===== config.mk =====
export PLATFORM = sky130hd
export DESIGN_NAME = axis_bram_capture_ctrl
export DESIGN_NICKNAME = d
export VERILOG_FILES = /design/src/rtl/axis_bram_capture_ctrl.sv
export SDC_FILE = /design/constraint.sdc
export NUM_CORES = 1
export LEC_CHECK = 0
export ABC_AREA = 1
export CORE_MARGIN = 3
export CORE_UTILIZATION = 30
export DETAILED_ROUTE_END_ITERATION = 10
export PLACE_DENSITY_LB_ADDON = 0.25
export SETUP_SLACK_MARGIN = 0.4
export SYNTH_ARGS = -nofsm -noshare
export SYNTH_HDL_FRONTEND = slang
export SYNTH_SLANG_ARGS = --single-unit

===== constraint.sdc =====
create_clock -name aclk -period 3.05 [get_ports aclk]
set_input_delay 0.7625 -clock aclk [delete_from_list [all_inputs] [get_ports aclk]]
set_output_delay 0.7625 -clock aclk [all_outputs]
set_load 0.01 [all_outputs]

===== src/rtl/axis_bram_capture_ctrl.sv =====
// -----------------------------------------------------------------------------
// axis_bram_capture_ctrl
//
// Triggered acquisition controller. An AXI4-Stream sample stream is written
// into one BRAM write port as a circular buffer. The block keeps cfg_pre
// samples before the trigger and cfg_post samples after it. It then freezes
// the buffer and reports the trigger address, so software can unwrap the
// record.
//
// Ports:
//   aclk, aresetn         clock, synchronous active-low reset
//   run                   level enable; 0 aborts back to IDLE
//   trig                  trigger, honoured only in ARMED
//   cfg_pre, cfg_post     sample counts, latched when a capture starts
//   sts_addr              current write address
//   sts_trig_addr         write address latched on the trigger cycle
//   sts_state             registered state (IDLE=0 PRE=1 ARMED=2 POST=3 DONE=4)
//   done                  high while in DONE
//   s_axis_*              sample stream input (tready is registered from state)
//   bram_porta_*          BRAM write port (zero-latency write at sts_addr)
// -----------------------------------------------------------------------------
module axis_bram_capture_ctrl #(
    parameter int unsigned AXIS_TDATA_WIDTH = 32,
    parameter int unsigned BRAM_DATA_WIDTH  = 32,
    parameter int unsigned BRAM_ADDR_WIDTH  = 10
) (
    input  logic                           aclk,
    input  logic                           aresetn,
    input  logic                           run,
    input  logic                           trig,
    input  logic [BRAM_ADDR_WIDTH-1:0]     cfg_pre,
    input  logic [BRAM_ADDR_WIDTH-1:0]     cfg_post,
    output logic [BRAM_ADDR_WIDTH-1:0]     sts_addr,
    output logic [BRAM_ADDR_WIDTH-1:0]     sts_trig_addr,
    output logic [2:0]                     sts_state,
    output logic                           done,
    output logic                           s_axis_tready,
    input  logic [AXIS_TDATA_WIDTH-1:0]    s_axis_tdata,
    input  logic                           s_axis_tvalid,
    output logic                           bram_porta_clk,
    output logic                           bram_porta_rst,
    output logic [BRAM_ADDR_WIDTH-1:0]     bram_porta_addr,
    output logic [BRAM_DATA_WIDTH-1:0]     bram_porta_wrdata,
    output logic [BRAM_DATA_WIDTH/8-1:0]   bram_porta_we
);

    localparam int unsigned AW   = BRAM_ADDR_WIDTH;
    localparam int unsigned MinW = (AXIS_TDATA_WIDTH < BRAM_DATA_WIDTH) ?
                                   AXIS_TDATA_WIDTH : BRAM_DATA_WIDTH;
    localparam logic [AW-1:0] One = AW'(1);

    typedef enum logic [2:0] {
        StIdle  = 3'd0,
        StPre   = 3'd1,
        StArmed = 3'd2,
        StPost  = 3'd3,
        StDone  = 3'd4
    } state_e;

    state_e        r_state;
    state_e        w_state_next;
    logic [AW-1:0] r_addr;
    logic [AW-1:0] r_trig_addr;
    logic [AW-1:0] r_pre_cnt;
    logic [AW-1:0] r_post_cnt;
    logic [AW-1:0] r_cfg_pre;
    logic [AW-1:0] r_cfg_post;
    logic          w_tready;
    logic          w_wr;
    logic          w_start;
    logic [AW:0]   w_pre_sum;
    logic [AW:0]   w_post_sum;

    assign w_wr    = s_axis_tvalid & w_tready;
    assign w_start = (r_state == StIdle) & run;

    // One extra bit so the count including this cycle's write cannot wrap.
    assign w_pre_sum  = {1'b0, r_pre_cnt}  + {{AW{1'b0}}, w_wr};
    assign w_post_sum = {1'b0, r_post_cnt} + {{AW{1'b0}}, w_wr};

    // State register
    always_ff @(posedge aclk) begin
        if (!aresetn) begin
            r_state <= StIdle;
        end else begin
            r_state <= w_state_next;
        end
    end

    // Next-state logic; a low run returns every active state to IDLE
    always_comb begin
        w_state_next = r_state;
        unique case (r_state)
            StIdle: begin
                if (run) w_state_next = StPre;
            end
            StPre: begin
                if (!run)                                w_state_next = StIdle;
                else if (w_pre_sum >= {1'b0, r_cfg_pre}) w_state_next = StArmed;
            end
            StArmed: begin
                if (!run)      w_state_next = StIdle;
                else if (trig) w_state_next = StPost;
            end
            StPost: begin
                if (!run)                                  w_state_next = StIdle;
                else if (w_post_sum == {1'b0, r_cfg_post}) w_state_next = StDone;
            end
            StDone: begin
                if (!run) w_state_next = StIdle;
            end
            default: w_state_next = StIdle;
        endcase
    end

    // Outputs decoded from the registered state
    always_comb begin
        w_tready = 1'b0;
        done     = 1'b0;
        unique case (r_state)
            StPre, StArmed, StPost: w_tready = 1'b1;
            StDone:                 done     = 1'b1;
            default:                ;
        endcase
    end

    // Address, counters and latched configuration
    always_ff @(posedge aclk) begin
        if (!aresetn) begin
            r_addr      <= '0;
            r_trig_addr <= '0;
            r_pre_cnt   <= '0;
            r_post_cnt  <= '0;
            r_cfg_pre   <= '0;
            r_cfg_post  <= '0;
        end else if (w_start) begin
            r_addr     <= '0;
            r_pre_cnt  <= '0;
            r_post_cnt <= '0;
            r_cfg_pre  <= cfg_pre;
            r_cfg_post <= (cfg_post == '0) ? One : cfg_post;
        end else begin
            if (w_wr) r_addr <= r_addr + One;
            if (w_wr && r_state == StPre)  r_pre_cnt  <= r_pre_cnt + One;
            if (w_wr && r_state == StPost) r_post_cnt <= r_post_cnt + One;
            // Address before the increment: the trigger-cycle sample is pre-trigger
            if (r_state == StArmed && run && trig) r_trig_addr <= r_addr;
        end
    end

    assign s_axis_tready   = w_tready;
    assign sts_state       = r_state;
    assign sts_addr        = r_addr;
    assign sts_trig_addr   = r_trig_addr;
    assign bram_porta_clk  = aclk;
    assign bram_porta_rst  = ~aresetn;
    assign bram_porta_addr = r_addr;
    assign bram_porta_we   = {(BRAM_DATA_WIDTH/8){w_wr}};

    // Truncate or zero-extend the stream word to the BRAM width
    always_comb begin
        bram_porta_wrdata            = '0;
        bram_porta_wrdata[MinW-1:0]  = s_axis_tdata[MinW-1:0];
    end

endmodule


=== After elaboration in Yosys (flattened, before gate mapping) ===
Cells that the tools add are included.

* Register bits: 63
* Input port bits: 57

* Reductions and logical operators: 10
* Bitwise operators: 4
* Multiplexer cells: 12
* Add/sub/neg operators: 5
* Equality and inequality tests: 10
* Order comparisons: 1

{| class="wikitable"
|+ Operators by type and width
! cell !! number
|-
| $add 10x1->10 const B || 3
|-
| $mux 3 || 8
|-
| $add 10x1->11 || 2
|-
| $pmux 3 s5 || 1
|-
| $eq 11x10->1 || 1
|-
| $ge 11x10->1 || 1
|-
| $logic_not 10->1 || 1
|-
| $mux 10 || 1
|-
| $ne 3x3->1 const B || 3
|-
| $eq 3x2->1 const B || 2
|-
| $reduce_and 5->1 || 1
|-
| $logic_and 1x1->1 || 4
|-
| $ne 2x2->1 const B || 2
|-
| $eq 3x1->1 const B || 1
|-
| $eq 3x3->1 const B || 1
|-
| $logic_not 3->1 || 1
|-
| $reduce_or 3->1 || 1
|-
| $and 1x1->1 || 2
|-
| $mux 1 || 2
|-
| $not 1->1 || 2
|-
| $reduce_and 2->1 || 1
|-
| $reduce_or 2->1 || 1
|}

=== Depth between registers and ports, before layout ===
* Depth after elaboration: 9
* Depth in mapped cells: 22

==> impl_summary.log <==
[metrics] run status: completed
[metrics] Total Die Area: 14100 sq um
[metrics] weighted congestion reported at the end of routability-driven placement: between 0.8 and 0.9
[metrics] net count of the mapped netlist: just over 600
[metrics] first-pass GRT wire length: 15400 um
[metrics] Max Transition Viols Final: 0
[metrics] startpoint type of the worst setup path: clock port
[metrics] maximum number of pins on one net before global-route repair: 25
[metrics] actual transition at the worst max-transition pin: between 0.6 and 0.7 ns
[metrics] per-instance average area after synthesis: 7.11 sq um
[metrics] Congestion Overflow GR: 0
[metrics] layout cell share with drive strength beyond 1: 14.9%
[metrics] global-route usage over all layers: 13.6%
[metrics] Min Clock Period, post-route: ~2.6 ns
[metrics] Critical Path RT: 2.29 ns
[metrics] worst clock skew: 0.00588 ns
[metrics] summed instance area of the synthesized netlist: between 3000 and 4000 sq um
[metrics] number of cells traversed by the worst register-to-register path: 19
[metrics] critical path class: clk -> out
[metrics] total core area: 12300 sq um
[metrics] total power: 3490 uW
[metrics] n_diodes: 0
[metrics] setup repair after global routing missed its margin: yes
[metrics] count of yosys warnings during synthesis: 0
[metrics] placement row count: 40
[metrics] initial drt markers: 148
[metrics] Boundary Pins: between 100 and 150
[metrics] Worst IR Drop VDD: 287 uV
[metrics] max cap viols: 0
[metrics] timing-limited maximum frequency: 381 MHz
[metrics] port bufs: 65
[metrics] Setup-failing EPs final: 0
[metrics] via count of the first global-routing pass: 3280
[metrics] static leakage: 0.00196 uW
[metrics] detailed-route vias per instance: roughly 4.5
[metrics] routed wire length per instance: 12.6 um
[metrics] drt drc: 0
[metrics] Vias: approximately 3400
[metrics] sequential cell area fraction in the yosys report: between 30% and 40%
[metrics] Max transition margin: approximately 54%
[metrics] count of hold buffers inserted by post-cts repair: 0
[metrics] die span in y: 119 um
[metrics] CTS tree: built
[metrics] Starting Density: 31.2%
[metrics] width of the die: 119 um
[metrics] antenna violations before repair: 0
[metrics] final hold violation count: 0
[metrics] class of the tightest hold or removal check: reg -> reg
[metrics] worst endpoint data arrival time: ~1.9 ns
[metrics] maximum fanout encountered on the critical timing path: 2
[metrics] wire length reported by the detailed router: 9380 um
[metrics] latest clock arrival within the worst-skew pair: 0.44 ns
[metrics] number of detailed-routing iterations run before antenna repair: 4
[metrics] area grow syn2layout: 27.4%
[metrics] power per unit of standard cell area: 716 nW/um^2
[metrics] DP Wirelength: 6970 um
[metrics] total of flip-flops plus latches after synthesis: 63
[metrics] instance count along the most critical hold path: 2
[metrics] Critical Path End Type: output port
[metrics] Util after Layout: roughly two fifths
[metrics] clock-pin slew of the registers on the worst-case setup and hold paths: 0.05 ns
[metrics] final-stage net count: 647
[metrics] ANT nets after route: 0
[metrics] library cells used by synthesis: 33
[metrics] period utilization: 86.7%
[metrics] synthesized instance count: 538
[final timing paths]
kind,from,end,slack (ns)
setup / recovery,aclk,bram_porta_clk,0.40
hold / removal,r_cfg_pre[1],r_cfg_pre[1],0.46
setup reg to reg,sts_state[1],sts_state[2],0.43
hold reg to reg,r_cfg_pre[1],r_cfg_pre[1],0.46
[cell type report]
cell class | instances | area [sq um]
flip-flops and latches | 63 | 1270
repair buffers | 80 | 753
inverters | 73 | 282
well taps | 168 | 210
clock inverters | 3 | 40.0
fillers | 1291 | 7390
clock buffers | 17 | 357
multi-input cells | 342 | 1970
[stage by stage]
| stage | instances | hold slack, ns | setup slack, ns | area [sq um] | setup TNS [ns] |
|---|---|---|---|---|---|
| 5_1_grt | 746 | 0.473 | 0.231 | 4880 | 0 |
| 3_5_place_dp | 720 | 0.456 | -0.243 | 4380 | -0.691 |
| 4_1_cts | 739 | 0.464 | 0.379 | 4750 | 0 |
| 3_3_place_gp | 720 | 0.454 | -0.170 | 4380 | -0.493 |
| 2_1_floorplan | 538 | 0.435 | 0.420 | 3860 | 0 |
| 6_report | 746 | 0.460 | 0.405 | 4880 | 0 |
[routing by layer]
metal / part of all wire [%] / routed length [um] / global-route usage [%]
met5: 0 / 0 / 0
met4: 1.6 / 150 / 5.65
met3: 6.6 / 615 / 5.27
met2: 47 / 4430 / 22.2
met1: 45 / 4180 / 16.1
[logic make-up after synthesis]
kind of cell / after synthesis / share of synthesized area (%)
adders and majority gates: 17 / 5.56
and+or+nand+nor: 215 / 26.7
xor gates and xnor gates: 20 / 4.58
DFF: 63 / 33.0
buffers and inverters: 133 / 18.1
AOI/OAI and AO/OA: 90 / 12.1
[cell usage after synthesis]
master	count	area [sq um]
a21oi_1	47	235
a21oi_2	1	8.76
a31oi_1	2	12.5
buf_2	7	35.0
buf_4	48	360
clkbuf_1	5	18.8
clkinv_1	1	3.75
dfxtp_1	63	1260
ha_1	17	213
inv_1	69	259
inv_2	2	7.51
inv_4	1	6.26
nand2_1	101	379
nand2_2	4	25.0
nand2_4	2	22.5
nand3_1	37	185
nand3_2	4	40.0
nand4_1	4	25.0
nor2_1	36	135
nor2_2	8	50.1
nor2_4	6	67.6
nor3_1	6	30.0
nor3_2	2	20.0
nor3_4	1	16.3
nor3b_1	1	7.51
nor4_1	2	12.5
o21ai_0	36	180
o21ai_1	2	10.0
o21ai_2	1	8.76
o32ai_1	1	8.76
or2_2	1	6.26
xnor2_1	6	52.6
xor2_1	14	123
[timing repair]
item,in CTS,in global routing
gates cloned,0,0
pin swaps,1,14
setup endpoints to repair,9,4
setup buffers,0,7
endpoints found under the hold margin,0,0
gates resized for setup,11,19
[worst max-delay path, cell delays in order]
cell and delay [ns]:
clkbuf_16 0.12, clkbuf_16 0.13, buf_6 0.11
[power breakdown]
part	leakage, uW	total, uW	internal [uW]	switching (uW)
Clock	0.000199	1290	888	403
Combinational	0.00125	1180	494	687
Sequential	0.000513	1020	938	80.8
Total	0.00196	3490	2320	1170
[sequential cells by signal, summed over array words and instances (netlist names)]
signal / cells
r_pre_cnt: 10
r_cfg_pre: 10
r_cfg_post: 10
r_post_cnt: 10
sts_state: 3
sts_trig_addr: 10
bram_porta_addr: 10
[cell usage in the layout (no fill, tap or decap), types with 14 or more instances in the layout]
cell type / count
a21oi_1: 44
clkdlybuf4s50_1: 58
xor2_1: 14
nand3_1: 34
dfxtp_1: 61
ha_1: 15
o21ai_0: 34
inv_1: 67
buf_4: 16
nor2_1: 33
nand2_1: 98
Power figures use the tool's default switching activity.
